File: config.mk
export PLATFORM = sky130hd
export DESIGN_NAME = gate_test_sequencer
export DESIGN_NICKNAME = d
export VERILOG_FILES = /design/src/rtl/gate_test_sequencer.sv
export SDC_FILE = /design/constraint.sdc
export NUM_CORES = 1
export LEC_CHECK = 0
export CAP_MARGIN = 20
export CORE_MARGIN = 4
export CORE_UTILIZATION = 63
export CTS_BUF_LIST = sky130_fd_sc_hd__clkbuf_16
export DETAILED_ROUTE_END_ITERATION = 10
export PLACE_DENSITY_LB_ADDON = 0.12
export SLEW_MARGIN = 40
export SYNTH_ARGS = -nofsm -noshare
export SYNTH_HDL_FRONTEND = slang
export SYNTH_SLANG_ARGS = --single-unit
File: constraint.sdc
create_clock -name clk -period 4.5 [get_ports clk]
set_input_delay 0.675 -clock clk [delete_from_list [all_inputs] [get_ports clk]]
set_output_delay 0.675 -clock clk [all_outputs]
set_load 0.02 [all_outputs]
File: src/rtl/gate_test_sequencer.sv
`default_nettype none
// ============================================================================
// Module      : gate_test_sequencer
// Description : Self-test sequencer for a two-input logic gate. Steps A/B
//               through the four input vectors, samples the gate output
//               after a settle time, compares it with a truth table, then
//               holds each vector for a dwell time so the board shows it.
//               Optional macro GATE_SEQ_LOOP_EN makes the sequencer run
//               continuously with a done pulse at every wrap.
// Revision    : 1.0 - initial release
// ============================================================================
module gate_test_sequencer #(
    parameter int         SETTLE_CYCLES = 2,
    parameter int         DWELL_CYCLES  = 100000000,
    parameter logic [3:0] EXPECTED      = 4'b1000,
    parameter int         CNT_W         = 27
) (
    input  logic       clk,
    input  logic       rst,
    input  logic       start,
    output logic       A,
    output logic       B,
    input  logic       outAND,
    output logic       busy,
    output logic       done,
    output logic       pass,
    output logic [3:0] fail_mask,
    output logic [1:0] vec_idx
);

    localparam logic [2:0] c_stIdle   = 3'd0;
    localparam logic [2:0] c_stSettle = 3'd1;
    localparam logic [2:0] c_stCheck  = 3'd2;
    localparam logic [2:0] c_stDwell  = 3'd3;
    localparam logic [2:0] c_stDone   = 3'd4;

    localparam logic [CNT_W-1:0] c_settleLoad = CNT_W'(SETTLE_CYCLES - 1);
    localparam logic [CNT_W-1:0] c_dwellLoad  = CNT_W'(DWELL_CYCLES - 1);
    localparam logic [CNT_W-1:0] c_cntOne     = CNT_W'(1);
    localparam logic [3:0]       c_expected   = EXPECTED;
    localparam logic             c_noDwell    = (DWELL_CYCLES == 0);

    logic [2:0]       r_state;
    logic [2:0]       w_stateNext;
    logic             r_startQ;
    logic [CNT_W-1:0] r_cnt;
    logic [CNT_W-1:0] w_cntNext;
    logic [1:0]       r_vecIdx;
    logic [1:0]       w_vecNext;
    logic             r_busy;
    logic             w_busyNext;
    logic             r_done;
    logic             w_doneNext;
    logic             r_pass;
    logic             w_passNext;
    logic [3:0]       r_failMask;
    logic [3:0]       w_maskNext;

    logic w_startRise;
    logic w_cntZero;
    logic w_lastVec;
    logic w_mismatch;
    logic w_advance;

    assign w_startRise = start & ~r_startQ;
    assign w_cntZero   = (r_cnt == '0);
    assign w_lastVec   = (r_vecIdx == 2'd3);
    assign w_mismatch  = (outAND != c_expected[r_vecIdx]);
    // Leaving a vector: straight from CHECK when there is no dwell, otherwise
    // when the dwell counter expires.
    assign w_advance   = ((r_state == c_stCheck) && c_noDwell) ||
                         ((r_state == c_stDwell) && w_cntZero);

    // State and datapath registers; reset aborts any run in progress.
    always_ff @(posedge clk) begin
        if (rst) begin
            r_state    <= c_stIdle;
            r_startQ   <= 1'b0;
            r_cnt      <= '0;
            r_vecIdx   <= 2'd0;
            r_busy     <= 1'b0;
            r_done     <= 1'b0;
            r_pass     <= 1'b0;
            r_failMask <= 4'b0000;
        end else begin
            r_state    <= w_stateNext;
            r_startQ   <= start;
            r_cnt      <= w_cntNext;
            r_vecIdx   <= w_vecNext;
            r_busy     <= w_busyNext;
            r_done     <= w_doneNext;
            r_pass     <= w_passNext;
            r_failMask <= w_maskNext;
        end
    end

    // Next-state selection for the vector walk.
    always_comb begin
        w_stateNext = r_state;
        case (r_state)
            c_stIdle, c_stDone: begin
                if (w_startRise) w_stateNext = c_stSettle;
            end
            c_stSettle: begin
                if (w_cntZero) w_stateNext = c_stCheck;
            end
            c_stCheck: begin
                if (!c_noDwell) w_stateNext = c_stDwell;
            end
            c_stDwell: ;
            default: w_stateNext = c_stIdle;
        endcase
        if (w_advance) begin
`ifdef GATE_SEQ_LOOP_EN
            w_stateNext = c_stSettle;
`else
            w_stateNext = w_lastVec ? c_stDone : c_stSettle;
`endif
        end
    end

    // Next values of the counter and all registered outputs.
    always_comb begin
        w_cntNext  = r_cnt;
        w_vecNext  = r_vecIdx;
        w_busyNext = r_busy;
`ifdef GATE_SEQ_LOOP_EN
        w_doneNext = 1'b0;
`else
        w_doneNext = r_done;
`endif
        w_passNext = r_pass;
        w_maskNext = r_failMask;
        case (r_state)
            c_stIdle, c_stDone: begin
                if (w_startRise) begin
                    w_cntNext  = c_settleLoad;
                    w_vecNext  = 2'd0;
                    w_maskNext = 4'b0000;
                    w_doneNext = 1'b0;
                    w_passNext = 1'b0;
                    w_busyNext = 1'b1;
                end
            end
            c_stSettle, c_stDwell: begin
                if (!w_cntZero) w_cntNext = r_cnt - c_cntOne;
            end
            c_stCheck: begin
                if (w_mismatch) w_maskNext[r_vecIdx] = 1'b1;
                if (!c_noDwell) w_cntNext = c_dwellLoad;
            end
            default: ;
        endcase
        // The mask used for pass already contains this cycle's check result.
        if (w_advance) begin
            if (!w_lastVec) begin
                w_vecNext = r_vecIdx + 2'd1;
                w_cntNext = c_settleLoad;
            end else begin
`ifdef GATE_SEQ_LOOP_EN
                w_vecNext = 2'd0;
                w_cntNext = c_settleLoad;
`else
                w_busyNext = 1'b0;
`endif
                w_doneNext = 1'b1;
                w_passNext = (w_maskNext == 4'b0000);
            end
        end
    end

    assign A         = r_vecIdx[1];
    assign B         = r_vecIdx[0];
    assign vec_idx   = r_vecIdx;
    assign busy      = r_busy;
    assign done      = r_done;
    assign pass      = r_pass;
    assign fail_mask = r_failMask;

endmodule
`default_nettype wire
==> run_summary.xml <==
<?xml version="1.0" encoding="UTF-8"?>
<metrics>
  <group name="floorplan">
    <metric name="std_cell_rows" unit="">21</metric>
    <metric name="placeableCoreArea" unit="um^2">3468</metric>
    <metric name="boundaryPins" unit="">15</metric>
    <metric name="fp.dieW" unit="um">69.11</metric>
    <metric name="design.die.area" unit="um^2">4776</metric>
    <metric name="initial_utilization" unit="">0.6782</metric>
    <metric name="die_height" unit="um">69.11</metric>
  </group>
  <group name="placed_design">
    <metric name="post_place_setup_slack" unit="ns">1.340</metric>
    <metric name="placed_cells_incl_taps" unit="">350</metric>
    <metric name="post-dp-hpwl" unit="mm">4.275</metric>
    <metric name="io_buffer_count" unit="">14</metric>
    <metric name="globalplace.congestion" unit="">0.9355</metric>
  </group>
  <group name="sta">
    <metric name="final.period_utilization" unit="">0.6669</metric>
    <metric name="relSlewSlack" unit="">0.4239</metric>
    <metric name="report.final.slew_viol_count" unit="">0</metric>
    <metric name="setup_ws" unit="ns">1.499</metric>
    <metric name="grt_setup_unrepaired" unit="">false</metric>
    <metric name="worst_pin_slew" unit="ns">0.8615</metric>
    <metric name="max_clock_freq" unit="MHz">333.2</metric>
    <metric name="setup_tns" unit="ns">0</metric>
    <metric name="finalHoldViolations" unit="">0</metric>
    <metric name="setup_viol_count_final" unit="">0</metric>
    <metric name="clock_skew" unit="ns">0.006494</metric>
    <metric name="crit_path_time_final" unit="ns">3.001</metric>
  </group>
  <group name="logic_synthesis">
    <metric name="ys_seq_elements" unit="">40</metric>
    <metric name="synth.cell_area" unit="um^2">2352</metric>
    <metric name="postSynth.topFlopCell" unit="">sky130_fd_sc_hd__dfxtp_1</metric>
    <metric name="syn-mean-instance-area" unit="um^2">7.612</metric>
    <metric name="post_synthesis_share_of_cell_area_spent_on_xor_and_xnor_gates" unit="">0.01117</metric>
    <metric name="synth_fa_ha_area_frac" unit="">0.03191</metric>
    <metric name="edff_count_synth" unit="">0</metric>
    <metric name="synth-simple-area-share" unit="">0.3154</metric>
    <metric name="synth_compound_gate_area_share" unit="">0.2367</metric>
    <metric name="synth_warnings" unit="">0</metric>
    <metric name="seq_area_frac_synth" unit="">0.3404</metric>
    <metric name="syn-num-nets" unit="">319</metric>
    <metric name="synthesized_instance_count" unit="">309</metric>
    <metric name="synth.area.mux_share" unit="">0.004787</metric>
    <metric name="synth_top_family_by_area" unit="">simple AND/OR/NAND/NOR gates</metric>
    <metric name="post_synth_num_cell_types" unit="">52</metric>
    <metric name="postSynth.asyncResetShare" unit="">0</metric>
  </group>
  <group name="critical_path">
    <metric name="critical_path.max_fanout" unit="">18</metric>
    <metric name="r2r_cells" unit="">8</metric>
    <metric name="crit-reg2reg-launch" unit="">r_cnt[0]</metric>
    <metric name="critPathCaptureType" unit="">flop</metric>
    <metric name="worst_setup_path_start_kind" unit="">flop</metric>
    <metric name="timing.critical_path.cells" unit="">inv_1 -&gt; ha_1 -&gt; or4b_1 -&gt; nor4_1 -&gt; nand4_1 -&gt; nand3_1 -&gt; nor2_1 -&gt; o221a_2</metric>
    <metric name="required" unit="ns">4.67</metric>
    <metric name="critical_path.reg2reg.endpoint" unit="">r_cnt[25]</metric>
    <metric name="r2r_setup_slack" unit="ns">1.50</metric>
    <metric name="crit_type" unit="">flop to flop</metric>
    <metric name="critical_path.max_stage_delay" unit="ns">0.72</metric>
    <metric name="worst_path_max_delay_cell" unit="">sky130_fd_sc_hd__nand4_1</metric>
    <metric name="cp.arrival" unit="ns">3.17</metric>
  </group>
  <group name="grt">
    <metric name="grt_first_pass_wirelength" unit="mm">10.26</metric>
    <metric name="grt.overflow.total" unit="">0</metric>
    <metric name="grt_antenna_before_repair" unit="">0</metric>
    <metric name="groute.usage.overall" unit="">0.2638</metric>
    <metric name="grt_max_degree" unit="">27</metric>
    <metric name="first_global_vias" unit="">2081</metric>
  </group>
  <group name="drt">
    <metric name="wire_per_inst" unit="um">17.77</metric>
    <metric name="viasPerCell" unit="">6.697</metric>
    <metric name="number_of_vias_after_detailed_routing" unit="">2391</metric>
    <metric name="wirelength" unit="mm">6.343</metric>
    <metric name="drt-pass1-iter-count" unit="">7</metric>
    <metric name="drt_drc_violations_left" unit="">0</metric>
    <metric name="iteration_0_drc_markers" unit="">349</metric>
    <metric name="route.antenna.remaining_nets" unit="">0</metric>
  </group>
  <group name="clock_tree">
    <metric name="insertion_delay" unit="ns">0.28</metric>
    <metric name="cts_inserted_buffers" unit="">5</metric>
    <metric name="cts_setup_buffers" unit="">0</metric>
    <metric name="postCtsResizedCells" unit="">0</metric>
    <metric name="cts_num_sinks" unit="">40</metric>
    <metric name="clk_transition_reported_paths" unit="ns">0.06</metric>
    <metric name="clock-root-buffer" unit="">sky130_fd_sc_hd__clkbuf_16</metric>
    <metric name="clock_tree.buffer_depth" unit="">2</metric>
    <metric name="htreeDepth" unit="">2</metric>
    <metric name="cts_hold_buffers" unit="">0</metric>
    <metric name="cts_tree" unit="">done</metric>
  </group>
  <group name="power">
    <metric name="p_leak" unit="nW">0.9319</metric>
    <metric name="max-vdd-ir-drop" unit="mV">0.4780</metric>
    <metric name="power_per_cell_area" unit="nW/um^2">889.4</metric>
  </group>
  <group name="hold_path">
    <metric name="holdPathEnd" unit="">done</metric>
    <metric name="min_delay_path_depth" unit="">2</metric>
    <metric name="min-delay-path-class" unit="">flop to flop</metric>
    <metric name="timing.hold.worst.start" unit="">done</metric>
  </group>
  <group name="finish">
    <metric name="finalNetCount" unit="">321</metric>
    <metric name="fillers" unit="">286</metric>
    <metric name="finish.cell_count_without_fillers" unit="">357</metric>
    <metric name="most_common_library_cell_in_the_layout_ignoring_fill_and_taps" unit="">sky130_fd_sc_hd__dfxtp_1</metric>
    <metric name="antenna_cells_inserted" unit="">0</metric>
    <metric name="synthToLayoutAreaGrowth" unit="%">10.96</metric>
    <metric name="layout.cells.most_common_list" unit="">40 x sky130_fd_sc_hd__dfxtp_1, 32 x sky130_fd_sc_hd__nor2_1, 31 x sky130_fd_sc_hd__a21oi_1</metric>
    <metric name="drive_above_1_share" unit="">0.06431</metric>
  </group>
  <group name="status">
    <metric name="run_status" unit="">finished clean</metric>
  </group>
  <group name="job">
    <metric name="drv.max_cap_violation_count" unit="">0</metric>
  </group>
</metrics>
-- where the power goes --
part | internal (mW) | total [mW] | leakage [nW] | switching [mW]
clock | 0.198 | 0.332 | 0.0648 | 0.134
sequential | 0.439 | 0.546 | 0.325 | 0.107
combinational | 0.487 | 1.44 | 0.542 | 0.957
total | 1.12 | 2.32 | 0.932 | 1.20
-- per-layer routing --
| metal | global-route usage | routed length, um |
|---|---|---|
| met3 | 0.06977 | 597 |
| met4 | 0.06941 | 104 |
| met1 | 0.3753 | 2860 |
| met5 | 0 | 0 |
| met2 | 0.3941 | 2781 |
-- cells in the mapped netlist, types with 6 or more instances --
master | instances | share of area
sky130_fd_sc_hd__nor2b_1 | 7 | 0.019
sky130_fd_sc_hd__or3_1 | 7 | 0.019
sky130_fd_sc_hd__nand3_1 | 22 | 0.047
sky130_fd_sc_hd__nor4_1 | 7 | 0.019
sky130_fd_sc_hd__o21ai_0 | 17 | 0.036
sky130_fd_sc_hd__nor3_1 | 20 | 0.043
sky130_fd_sc_hd__nor2_1 | 32 | 0.051
sky130_fd_sc_hd__nand2_1 | 21 | 0.034
sky130_fd_sc_hd__inv_1 | 9 | 0.014
sky130_fd_sc_hd__ha_1 | 6 | 0.032
sky130_fd_sc_hd__a21oi_1 | 31 | 0.066
sky130_fd_sc_hd__dfxtp_1 | 40 | 0.34
sky130_fd_sc_hd__clkbuf_1 | 13 | 0.021
sky130_fd_sc_hd__a31oi_1 | 7 | 0.019
-- sequential cells by signal, summed over array words and instances, names as in the netlist --
name       count
busy           1
r_startQ       1
done           1
pass           1
r_cnt         27
r_state        3
vec_idx        2
fail_mask      4
-- how the worst max path moves through the flow --
stage          startpoint         to  slack [ns]  depth (start not counted)
5_1_grt          r_cnt[0]  r_cnt[21]        1.37                          8
3_3_place_gp     r_cnt[0]  r_cnt[19]        1.43                          8
3_5_place_dp     r_cnt[0]  r_cnt[19]        1.34                          8
6_report         r_cnt[0]  r_cnt[25]        1.50                          8
2_1_floorplan    r_cnt[0]  r_cnt[24]        1.82                          9
4_1_cts          r_cnt[0]  r_cnt[19]        1.32                          8
-- cell families (layout without fill, tap and decap cells) --
group,Yosys count,count (layout)
DFF,40,40
AOI/OAI and AO/OA,87,87
muxes,1,1
and+or+nand+nor,142,142
adders and majority gates,6,6
xor gates and xnor gates,3,3
buffers and inverters,30,32
-- critical path: cells and delay by family (launching register included) --
kind	cells	cell delay, ns
and+or+nand+nor	5	2.07
buffers and inverters	1	0.10
AOI/OAI and AO/OA	1	0.27
adders and majority gates	1	0.14
DFF	1	0.32
-- layout make-up --
cell class	instances	area (um^2)	share of cell area
Timing Repair Buffer	16	155.1	0.05944
Tap cell	46	57.56	0.02205
Inverter	9	33.78	0.01294
Clock inverter	2	7.507	0.002876
Clock buffer	5	125.1	0.04794
Sequential cell	40	800.8	0.3068
Multi-Input combinational cell	239	1430	0.5479
-- per-stage QoR --
step	hold WS (ns)	instance area, um^2	util	power, mW
6_report	0.4720	2610	0.7525	2.321
4_1_cts	0.4665	2604	0.7507	2.258
2_1_floorplan	0.4606	2352	-	1.644
3_5_place_dp	0.4556	2471	0.7125	1.916
5_1_grt	0.4928	2610	0.7525	2.480
3_3_place_gp	0.4442	2465	0.7107	1.901
Power figures use the tool's default switching activity.
